$ cat src/rtl/pipe_pkg.sv
// Shared definitions for pipeline-boundary stages: default bundle widths and
// the bit positions of the control-bundle fields.
package pipe_pkg;

   localparam int DATA_W_DEF = 32;
   localparam int CTRL_W_DEF = 8;
   localparam int CNT_W_DEF  = 16;

   localparam int CTRL_REGW   = 0;
   localparam int CTRL_MEMR   = 1;
   localparam int CTRL_MEMW   = 2;
   localparam int CTRL_MEMTOR = 3;
   localparam int CTRL_PCSEL  = 4;
   localparam int CTRL_ZERO   = 5;

endpackage

$ cat src/rtl/sat_counter.sv
// Saturating up-counter with synchronous clear; clear beats increment.
// Reused by any stage that reports stall or event statistics.
module sat_counter
   import pipe_pkg::*;
#(
   parameter int CNT_W = CNT_W_DEF
) (
   input  logic             clk,
   input  logic             rst,
   input  logic             inc,
   input  logic             clr,
   output logic [CNT_W-1:0] value
);

   // NOTE: state is updated with non-blocking assignments so every flop samples
   // pre-edge values, independent of the order the always blocks are evaluated.
   always_ff @(posedge clk) begin
      if (!rst) begin
         value <= '0;
      end else if (clr) begin
         value <= '0;
      end else if (inc && (value != '1)) begin
         value <= value + CNT_W'(1);
      end
   end

endmodule

$ cat src/rtl/pipe_stage_skid.sv
// Valid/ready pipeline register with a 2-entry (head + skid) buffer, so that
// in_ready comes straight from a flop; flush inserts a bubble.
module pipe_stage_skid
   import pipe_pkg::*;
#(
   parameter int DATA_W = DATA_W_DEF,
   parameter int CTRL_W = CTRL_W_DEF,
   parameter int CNT_W  = CNT_W_DEF
) (
   input  logic              clk,
   input  logic              rst,
   input  logic              in_valid,
   output logic              in_ready,
   input  logic [DATA_W-1:0] in_data,
   input  logic [CTRL_W-1:0] in_ctrl,
   input  logic              flush,
   output logic              out_valid,
   input  logic              out_ready,
   output logic [DATA_W-1:0] out_data,
   output logic [CTRL_W-1:0] out_ctrl,
   output logic [1:0]        occupancy,
   output logic [CNT_W-1:0]  stall_cnt,
   input  logic              clr_cnt
);

   typedef struct packed {
      logic              valid;
      logic [DATA_W-1:0] data;
      logic [CTRL_W-1:0] ctrl;
   } entry_t;

   localparam entry_t EMPTY = '0;

   entry_t     h_q, h_d;
   entry_t     s_q, s_d;
   entry_t     in_e;
   logic       rdy_q;
   logic [1:0] occ_q;
   logic       acc;
   logic       pop;

   assign acc  = in_valid & rdy_q;
   assign pop  = h_q.valid & out_ready;
   assign in_e = '{valid: 1'b1, data: in_data, ctrl: in_ctrl};

   // NOTE: every path starts from the held value, so no branch leaves h_d/s_d
   // unassigned and no latch is inferred.
   always_comb begin
      h_d = h_q;
      s_d = s_q;
      if (flush) begin
         // A pop this cycle has already been taken downstream; an accept is dropped.
         h_d = EMPTY;
         s_d = EMPTY;
      end else if (!h_q.valid) begin
         if (acc) h_d = in_e;
      end else if (pop) begin
         if (s_q.valid) begin
            h_d = s_q;
            s_d = EMPTY;
         end else if (acc) begin
            h_d = in_e;
         end else begin
            h_d = EMPTY;
         end
      end else if (acc) begin
         s_d = in_e;
      end
   end

   // NOTE: the data/ctrl registers are reset along with the valid bits because
   // out_ctrl must read 0 on every invalid slot, including right after reset.
   always_ff @(posedge clk) begin
      if (!rst) begin
         h_q   <= EMPTY;
         s_q   <= EMPTY;
         rdy_q <= 1'b1;
         occ_q <= 2'd0;
      end else begin
         h_q   <= h_d;
         s_q   <= s_d;
         rdy_q <= !s_d.valid;
         occ_q <= {1'b0, h_d.valid} + {1'b0, s_d.valid};
      end
   end

   assign in_ready  = rdy_q;
   assign out_valid = h_q.valid;
   assign out_data  = h_q.data;
   assign out_ctrl  = h_q.ctrl;
   assign occupancy = occ_q;

   sat_counter #(
      .CNT_W(CNT_W)
   ) u_stall_cnt (
      .clk  (clk),
      .rst  (rst),
      .inc  (h_q.valid & ~out_ready),
      .clr  (clr_cnt),
      .value(stall_cnt)
   );

endmodule

$ cat config.mk
export PLATFORM = sky130hd
export DESIGN_NAME = pipe_stage_skid
export DESIGN_NICKNAME = d
export VERILOG_FILES = /design/src/rtl/pipe_pkg.sv /design/src/rtl/sat_counter.sv /design/src/rtl/pipe_stage_skid.sv
export SDC_FILE = /design/constraint.sdc
export NUM_CORES = 1
export LEC_CHECK = 0
export CORE_MARGIN = 1
export CORE_UTILIZATION = 41
export DETAILED_ROUTE_END_ITERATION = 12
export DONT_BUFFER_PORTS = 1
export GPL_TIMING_DRIVEN = 0
export MAX_ROUTING_LAYER = met4
export PLACE_DENSITY = 0.64
export SETUP_SLACK_MARGIN = 0.4
export SYNTH_ARGS = -nofsm -noshare
export SYNTH_HDL_FRONTEND = slang
export SYNTH_HIERARCHICAL = 1
export SYNTH_SLANG_ARGS = --single-unit
$ cat constraint.sdc
create_clock -name clk -period 2.05 [get_ports clk]
set_input_delay 0.3075 -clock clk [delete_from_list [all_inputs] [get_ports clk]]
set_output_delay 0.3075 -clock clk [all_outputs]
set_load 0.05 [all_outputs]
==> results.py, run 1 <==
metrics = {
    "routing": {
        "num_vias": 3797,
        "antenna_left": 0,
        "routed_wirelength_mm": 12.0,
        "via_per_inst": 5.88,
        "drc": 0,
        "dr.pass1.iters": 4,
        "drt_iter0_markers": 209,
        "wire_per_inst_um": 18.6,
    },
    "logic_synthesis": {
        "ys_seq_elements": 101,
        "synth_top_area_cell": "dfxtp_1",
        "ys.warnings.count": 6,
        "syn_nets": 527,
        "synth_top_area_frac": 0.447,
        "synthTopCellsByCount": "dfxtp_1 (101), a22o_1 (80), nand2_1 (48)",
        "synth-edff-count": 0,
        "synth-async-reset-ratio": 0,
        "synth_area_per_cell_um2": 9.42,
        "synthFlopType": "dfxtp_1",
        "synth.most_common_cell": "dfxtp_1",
        "ys_types": 48,
        "seq_area_frac_synth": 0.447,
        "synthTopCellsByArea": "dfxtp_1 (45%), a22o_1 (15%), o211ai_1 (6.8%)",
        "synthCells": 480,
        "synth.cell_area_um2": 4520,
    },
    "finish": {
        "fin_util": 0.496,
        "instances_no_fill": 646,
        "antenna_cells": 0,
        "final_nets": 552,
        "multiInputGateArea_um2": 2370,
        "nFillCells": 992,
        "drive_above_1_share": 0.198,
        "area_delta_synth_final_pct": 15.2,
        "ff_latch_area_um2": 2090,
    },
    "sta": {
        "worstMarginPinSlew_ns": 0.712,
        "hold_slack_ns": 0.0423,
        "max_slew_margin": 0.524,
        "finalCritPeriodShare": 0.882,
        "slew_violations": 0,
        "period_needed_ns": 1.81,
        "finalHoldViolCount": 0,
        "tns_ns": 0,
        "setup_viol_count_final": 0,
        "fmax_mhz": 553,
        "rsz0062_at_grt": "true",
        "skew_ns": 0.0155,
    },
    "grt": {
        "first_global_vias": 3715,
        "grt_util_met1": 0.275,
        "antenna_found_initial": 0,
        "met3_usage": 0.0657,
        "gr-max-usage-layer": "met2",
        "grt_usage": 0.220,
        "gr-usage-met2": 0.341,
        "grt_max_degree": 18,
        "grt_overflow_total": 0,
        "grt_first_pass_wirelength_mm": 19.2,
    },
    "clock_network": {
        "root_buffer": "clkbuf_8",
        "numClockSinks": 101,
        "cts-buffers-inserted": 9,
        "ctsHoldBuffers": 0,
        "clock_path_buffers": 2,
        "clock_latency_ns": 0.38,
        "clk_pin_slew_ns": 0.11,
        "cts_max_level": 3,
        "cts_tree": "yes",
    },
    "placement": {
        "io_buffers": 0,
        "dp_hpwl_mm": 8.25,
        "gp_congestion": 0.775,
        "dp.cells": 616,
    },
    "critical_path": {
        "cpPeakStageDelay_ns": 0.49,
        "cp_cell_sequence": "nor2b_4 -> and4_4 -> nand3_4 -> buf_4 -> o31ai_1 -> a21oi_2",
        "critical_path_required_ns": 2.30,
        "worst_path_max_delay_cell": "dfxtp_4",
        "start_kind": "flop",
        "crit_type": "reg2reg",
        "setup.worst_path.end_class": "flop",
        "critPathTopFamily": "simple AND/OR/NAND/NOR gates",
        "critical_path_arrival_ns": 2.06,
        "crit_fanout": 7,
        "critPathBufInv": 1,
    },
    "floorplan": {
        "initial_core_util": 0.430,
        "dieWidth_um": 107,
        "dieHeight_um": 107,
        "core-area_um2": 10500,
        "die-area_um2": 11500,
        "ios": 106,
        "rows": 37,
    },
    "outcome": {
        "status": "completed",
    },
    "job": {
        "drv_cap": 0,
    },
    "worst_hold_path": {
        "worstHoldPathType": "in2reg",
    },
    "power": {
        "vdd_drop_max_uv": 664,
        "leakagePower_nw": 1.78,
        "p_per_area_nw_per_um2": 695,
    },
}
## metal layers
layer	vias to the layer above	share of wire	wire length, um
met4	0	0.015	176
met5	-	0	0
met1	1824	0.45	5380
li1	1845	-	-
met3	17	0.072	859
met2	111	0.47	5580
## placed cells by master (no fill, tap or decap), types with 3 or more instances in the layout
master	Yosys	final
a22o_1	80	80
nand3_1	5	5
dfxtp_1	101	82
buf_2	21	15
a21oi_1	46	43
inv_1	4	4
nor2_1	10	10
clkbuf_1	9	8
o21ai_1	2	3
clkbuf_4	0	8
nor4_1	3	3
o211ai_1	41	41
nand2_1	48	47
and2_1	4	4
or3_1	3	3
o21ai_0	6	5
a21oi_2	1	3
clkbuf_8	0	10
xor2_1	3	3
buf_4	1	14
dfxtp_4	0	17
nand2b_1	43	43
buf_6	5	6
## final cells by class
class | instances | area share
Clock inverter | 6 | 0.0137
Inverter | 4 | 0.00288
Multi-Input combinational cell | 334 | 0.455
Buffer | 41 | 0.0478
Sequential cell | 101 | 0.401
Timing Repair Buffer | 14 | 0.0211
Clock buffer | 10 | 0.0264
Tap cell | 136 | 0.0327
## kinds of logic after synthesis
kind of cell,share of synthesized area
xor+xnor,0.00775
buf+inv,0.0523
fa+ha+maj,0.00277
mux,0.00221
flops,0.447
compound gates,0.316
simple gates,0.172
## sequential cells by signal, summed over array words and instances, names as in the netlist
name and cells:
out_data 32, out_valid 1, in_ready 1, s_q 41
u_stall_cnt/value 16, out_ctrl 8, occupancy 2
## final timing paths
check | slack (ns) | to | startpoint | cells after the start
setup / recovery | 0.24 | u_stall_cnt/value[13]$_SDFFE_PP0P_ | out_valid$_SDFF_PN0_ | 6
hold / removal | 0.04 | s_q[25]$_SDFFE_PP0P_ | in_data[17] | 1
setup reg to reg | 0.24 | u_stall_cnt/value[13]$_SDFFE_PP0P_ | out_valid$_SDFF_PN0_ | 6
hold reg to reg | 0.48 | s_q[13]$_SDFFE_PP0P_ | s_q[13]$_SDFFE_PP0P_ | 1
## metrics by stage
stage          power [mW]  setup slack [ns]  cell area, um^2
2_1_floorplan        2.29             0.350             4570
5_1_grt              3.77             0.188             5210
6_report             3.62             0.241             5210
3_5_place_dp         2.35            0.0697             4740
3_3_place_gp         2.35            0.0970             4740
4_1_cts              3.68             0.289             5060
## power by group
part	internal [mW]	switching [mW]	total [mW]
Clock	0.606	0.715	1.32
Sequential	1.96	0.0630	2.02
Combinational	0.120	0.162	0.282
Total	2.68	0.939	3.62
## timing repair
action,4_1_cts,5_1_grt
gates resized for setup,10,41
endpoints found under the setup margin,93,80
setup buffers,11,3
pin swaps,1,4
Power figures use the tool's default switching activity.
==> run 2, diff against run 1 <==
- clock period: 2.05 -> 2.12 ns (I/O delays scaled with it)
==> run 2 against run 1 <==
Effect of this change:
- flip-flop and latch count did not move
- sequential power fell by 3%
- via count fell by 0.61%
- hold slack improved by 0.017 ns
- non-clock buffer count fell by 3
- count of clock-buffer cells in the layout rose by 1
- setup slack improved by 0.11 ns
- critical path depth fell by 1
- total power rose by 2.9%
- clock skew barely moved
- die area did not move
- cell area fell by 1.1%
- largest power group unchanged
- highest routed layer unchanged
==> results.py, run 2 (synthesized netlist as in run 1, its figures left out) <==
metrics = {
    "floorplan": {
        "dieHeight_um": 107,
        "dieWidth_um": 107,
        "ios": 106,
        "rows": 37,
        "initial_core_util": 0.430,
        "core-area_um2": 10500,
        "die-area_um2": 11500,
    },
    "critical_path": {
        "r2r.worst_path.cells": 5,
        "crit_type": "reg2reg",
        "critical_path_required_ns": 2.42,
        "critical_path_arrival_ns": 2.07,
        "crit_fanout": 7,
        "endpoint": "u_stall_cnt/value[13]$_SDFFE_PP0P_",
        "start_kind": "flop",
        "critical_path.startpoint": "out_valid$_SDFF_PN0_",
        "rr_endpoint": "u_stall_cnt/value[13]$_SDFFE_PP0P_",
        "setup.worst_path.end_class": "flop",
        "ff2ff_setup_slack_ns": 0.35,
        "reg2reg_from": "out_valid$_SDFF_PN0_",
    },
    "grt": {
        "grt_util_met1": 0.282,
        "grt_overflow_total": 0,
        "grt_max_degree": 17,
        "grt_first_pass_wirelength_mm": 18.7,
        "gr-usage-met2": 0.318,
        "grt_usage": 0.214,
        "antenna_found_initial": 0,
        "met3_usage": 0.0505,
        "gr-max-usage-layer": "met2",
        "first_global_vias": 3605,
    },
    "clock_network": {
        "clock_path_buffers": 2,
        "cts_max_level": 3,
        "cts_tree": "yes",
        "clk_pin_slew_ns": 0.10,
        "root_buffer": "clkbuf_8",
        "ctsHoldBuffers": 0,
        "cts-buffers-inserted": 9,
        "clock_latency_ns": 0.37,
        "numClockSinks": 101,
    },
    "finish": {
        "fin_util": 0.490,
        "final_nets": 549,
        "final_common_cell": "dfxtp_1",
        "drive_above_1_share": 0.179,
        "layout_common_cells": "dfxtp_1 (83), a22o_1 (80), nand2_1 (48)",
        "nFillCells": 979,
        "largest-register": "s_q",
        "largest_reg_flops": 41,
        "antenna_cells": 0,
        "area_delta_synth_final_pct": 13.9,
    },
    "worst_hold_path": {
        "worstHoldPathType": "in2reg",
        "hp-start": "in_data[21]",
    },
    "routing": {
        "antenna_left": 0,
        "num_vias": 3774,
        "drc": 0,
        "dr.pass1.iters": 4,
        "routed_wirelength_mm": 11.8,
        "via_per_inst": 5.87,
        "wire_per_inst_um": 18.4,
        "drt_iter0_markers": 194,
    },
    "sta": {
        "skew_ns": 0.0155,
        "hold_slack_ns": 0.0597,
        "tns_ns": 0,
        "period_needed_ns": 1.77,
        "finalCritPeriodShare": 0.833,
        "max_slew_margin": 0.609,
        "slew_violations": 0,
        "fmax_mhz": 566,
        "worstMarginPinSlew_ns": 0.585,
        "setup_viol_count_final": 0,
        "finalHoldViolCount": 0,
        "rsz0062_at_grt": "true",
    },
    "power": {
        "vdd_drop_max_uv": 357,
        "leakagePower_nw": 1.77,
        "p_per_area_nw_per_um2": 724,
    },
    "placement": {
        "gp_congestion": 0.770,
        "dp_hpwl_mm": 7.93,
        "io_buffers": 0,
    },
    "outcome": {
        "status": "completed",
    },
    "job": {
        "drv_cap": 0,
    },
}
run 2: metal layers:
| metal | wire, um | part of all wire | vias to the layer above |
|---|---|---|---|
| li1 | - | - | 1836 |
| met1 | 5360 | 0.45 | 1821 |
| met2 | 5410 | 0.46 | 106 |
| met3 | 860 | 0.073 | 11 |
| met4 | 172 | 0.015 | 0 |
| met5 | 0 | 0 | - |
run 2: report_power, final:
| group | leakage [nW] | internal [mW] | switching [mW] | total, mW |
|---|---|---|---|---|
| clock network | 0.124 | 0.822 | 0.687 | 1.51 |
| logic | 0.821 | 0.111 | 0.153 | 0.264 |
| registers | 0.828 | 1.90 | 0.0610 | 1.96 |
run 2: worst min path at each step:
stage	end	slack, ns	cells past startpoint
6_report	s_q[29]$_SDFFE_PP0P_	0.06	1
5_1_grt	s_q[30]$_SDFFE_PP0P_	0.05	1
4_1_cts	s_q[30]$_SDFFE_PP0P_	0.05	1
3_5_place_dp	s_q[14]$_SDFFE_PP0P_	0.45	1
3_3_place_gp	s_q[28]$_SDFFE_PP0P_	0.44	1
2_1_floorplan	s_q[0]$_SDFFE_PP0P_	0.44	1
run 2: timing repair:
| action | in CTS | in global routing |
|---|---|---|
| hold endpoints to repair | 0 | 0 |
| pin swaps | 0 | 5 |
| setup buffers | 1 | 10 |
| endpoints found under the setup margin | 88 | 90 |
| gates resized for setup | 6 | 29 |
| cloned | 0 | 0 |
run 2: area by class of cell:
cell class / count / area (um^2) / share of cell area
plain buffers: 41 / 234 / 0.0454
flip-flops and latches: 101 / 2080 / 0.404
clock inverters: 5 / 108 / 0.0209
multi-input cells: 334 / 2320 / 0.451
repair buffers: 11 / 78.8 / 0.0153
clock buffers: 11 / 141 / 0.0274
inverters: 4 / 15.0 / 0.00291
well taps: 136 / 170 / 0.0330
run 2: through the flow:
stage / power (mW) / cell area (um^2) / std cells / setup WS (ns)
after global placement: 2.27 / 4730 / 616 / 0.212
after floorplan: 2.22 / 4560 / 480 / 0.413
after global routing: 3.87 / 5150 / 643 / 0.307
after detailed placement: 2.28 / 4730 / 616 / 0.199
final: 3.73 / 5150 / 643 / 0.353
after CTS: 3.76 / 5000 / 633 / 0.339
run 2: worst max-delay path, cell delays in order, from the launching register on:
cell and delay [ns]:
dfxtp_4 0.49, nor2b_4 0.22, and4_4 0.28, nand3_4 0.12
or4_4 0.44, a21oi_2 0.14
==> edit (config.mk and constraints of run 2) <==
Change the package constant `DATA_W_DEF` from 32 to 64.
--- a/src/rtl/pipe_pkg.sv
+++ b/src/rtl/pipe_pkg.sv
@@ -2,7 +2,7 @@
 // the bit positions of the control-bundle fields.
 package pipe_pkg;
 
-   localparam int DATA_W_DEF = 32;
+   localparam int DATA_W_DEF = 64;
    localparam int CTRL_W_DEF = 8;
    localparam int CNT_W_DEF  = 16;
 
Ports: changed (resized in_data and out_data); port bits go from 106 to 170. The function was not compared with the original's and may differ.
==> edit against run 2 <==
- wire length grew 70%
- first-iteration DRC count grew 100%
- synthesized area grew 59%
- setup slack lost 0.023 ns
- design area grew 66%
- sequential power grew 64%
- sequential cell count grew 64
- non-clock buffer count grew 38
- total power grew 89%
- clock skew shrank 0.0050 ns
- count of clock-buffer cells in the layout grew 11
- combinational power grew 84%
==> edit: results (changes against run 2) <==
[synth]
postSynthNetCount=844  ; was 527
synth_mux_area_share_pct=0.139  ; was 0.221%
ys_seq_area_share_pct=45.9  ; was 44.7%
synth_common_cells=dfxtp_1 (165), a22o_1 (144), nand2_1 (80)  ; was dfxtp_1 (101), a22o_1 (80), nand2_1 (48)
synthTopCellsByArea=dfxtp_1 (46%), a22o_1 (18%), o211ai_1 (7.6%)  ; was dfxtp_1 (45%), a22o_1 (15%), o211ai_1 (6.8%)

[sta]
maxSlewHeadroom_pct=43.6  ; was 60.9%
fin_hold_ws_ns=0.0195  ; was 0.0597 ns
fmax_mhz=559  ; was 566 MHz
clock_skew_ns=0.0105  ; was 0.0155 ns

[setup_path]
regToRegSetupSlack_ns=0.33  ; was 0.35 ns
cp.arrival_ns=2.13  ; was 2.07 ns

[final_layout]
final_nets=884  ; was 549
drive_above_1_share_pct=17.1  ; was 17.9%
largest_reg_flops=73  ; was 41

[clock_tree]
htree_levels=4  ; was 3
post_cts_buffers=10  ; was 1
ctsResizeCount=18  ; was 6
root_buffer=clkbuf_16  ; was clkbuf_8
path_clk_slew_ns=0.07  ; was 0.10 ns

[drt]
drt_first_pass_iters=5  ; was 4
wl_per_cell_um=19.2  ; was 18.4 um
m1WireLength_mm=9.02  ; was 5.36 mm
dr_wl_met3_mm=1.53  ; was 860 um
drt_iter0_drc=389  ; was 194

[grt]
grt_usage_pct=22.6  ; was 21.4%
grt_pass1_wl_mm=31.0  ; was 18.7 mm
use_met2_pct=34.9  ; was 31.8%
grt_pass1_vias=5903  ; was 3,605

[power_and_ir_drop]
irDropWorstVdd_mv=0.541  ; was 0.357 mV
finalPower_uw=7050  ; was 3730 uW
pwr-share-comb_pct=6.9  ; was 7.1%
p_int_uw=5410  ; was 2830 uW

[placed_design]
hpwl_mm=14.0  ; was 7.93 mm

[hold_path]
hold_end=s_q[34]  ; was s_q[29]

[outcome]
run_status=completed  ; unchanged

-- edit: cell count changes after synthesis, moves of 10 or more --
cell / delta
nand2_1: +32
nand2b_1: +32
a21oi_1: +31
buf_2: +29
o211ai_1: +32
clkbuf_1: +10
dfxtp_1: +64
a22o_1: +64
-- edit: kinds of logic (layout without fill, tap and decap cells) --
group / Yosys count / after routing
mux: 1 / 1
flops: 165 / 165
fa+ha+maj: 1 / 1
buf+inv: 74 / 126
simple gates: 202 / 203
xor+xnor: 4 / 4
compound gates: 318 / 318
-- edit: area by class of cell --
type,count,area (um2)
Buffer,70,433
Multi-Input combinational cell,527,3660
Sequential cell,165,3350
Clock buffer,22,474
Inverter,4,15.0
Fill cell,1570,8660
Timing Repair Buffer,20,185
Clock inverter,10,169
Tap cell,225,282
-- edit: per-stage QoR --
step,cell area [um2],utilization (%),cells
after floorplan,7230,-,765
after global placement,7510,43.6,990
after detailed placement,7510,43.6,990
after CTS,8290,48.1,1032
after global routing,8570,49.7,1043
final,8570,49.7,1043
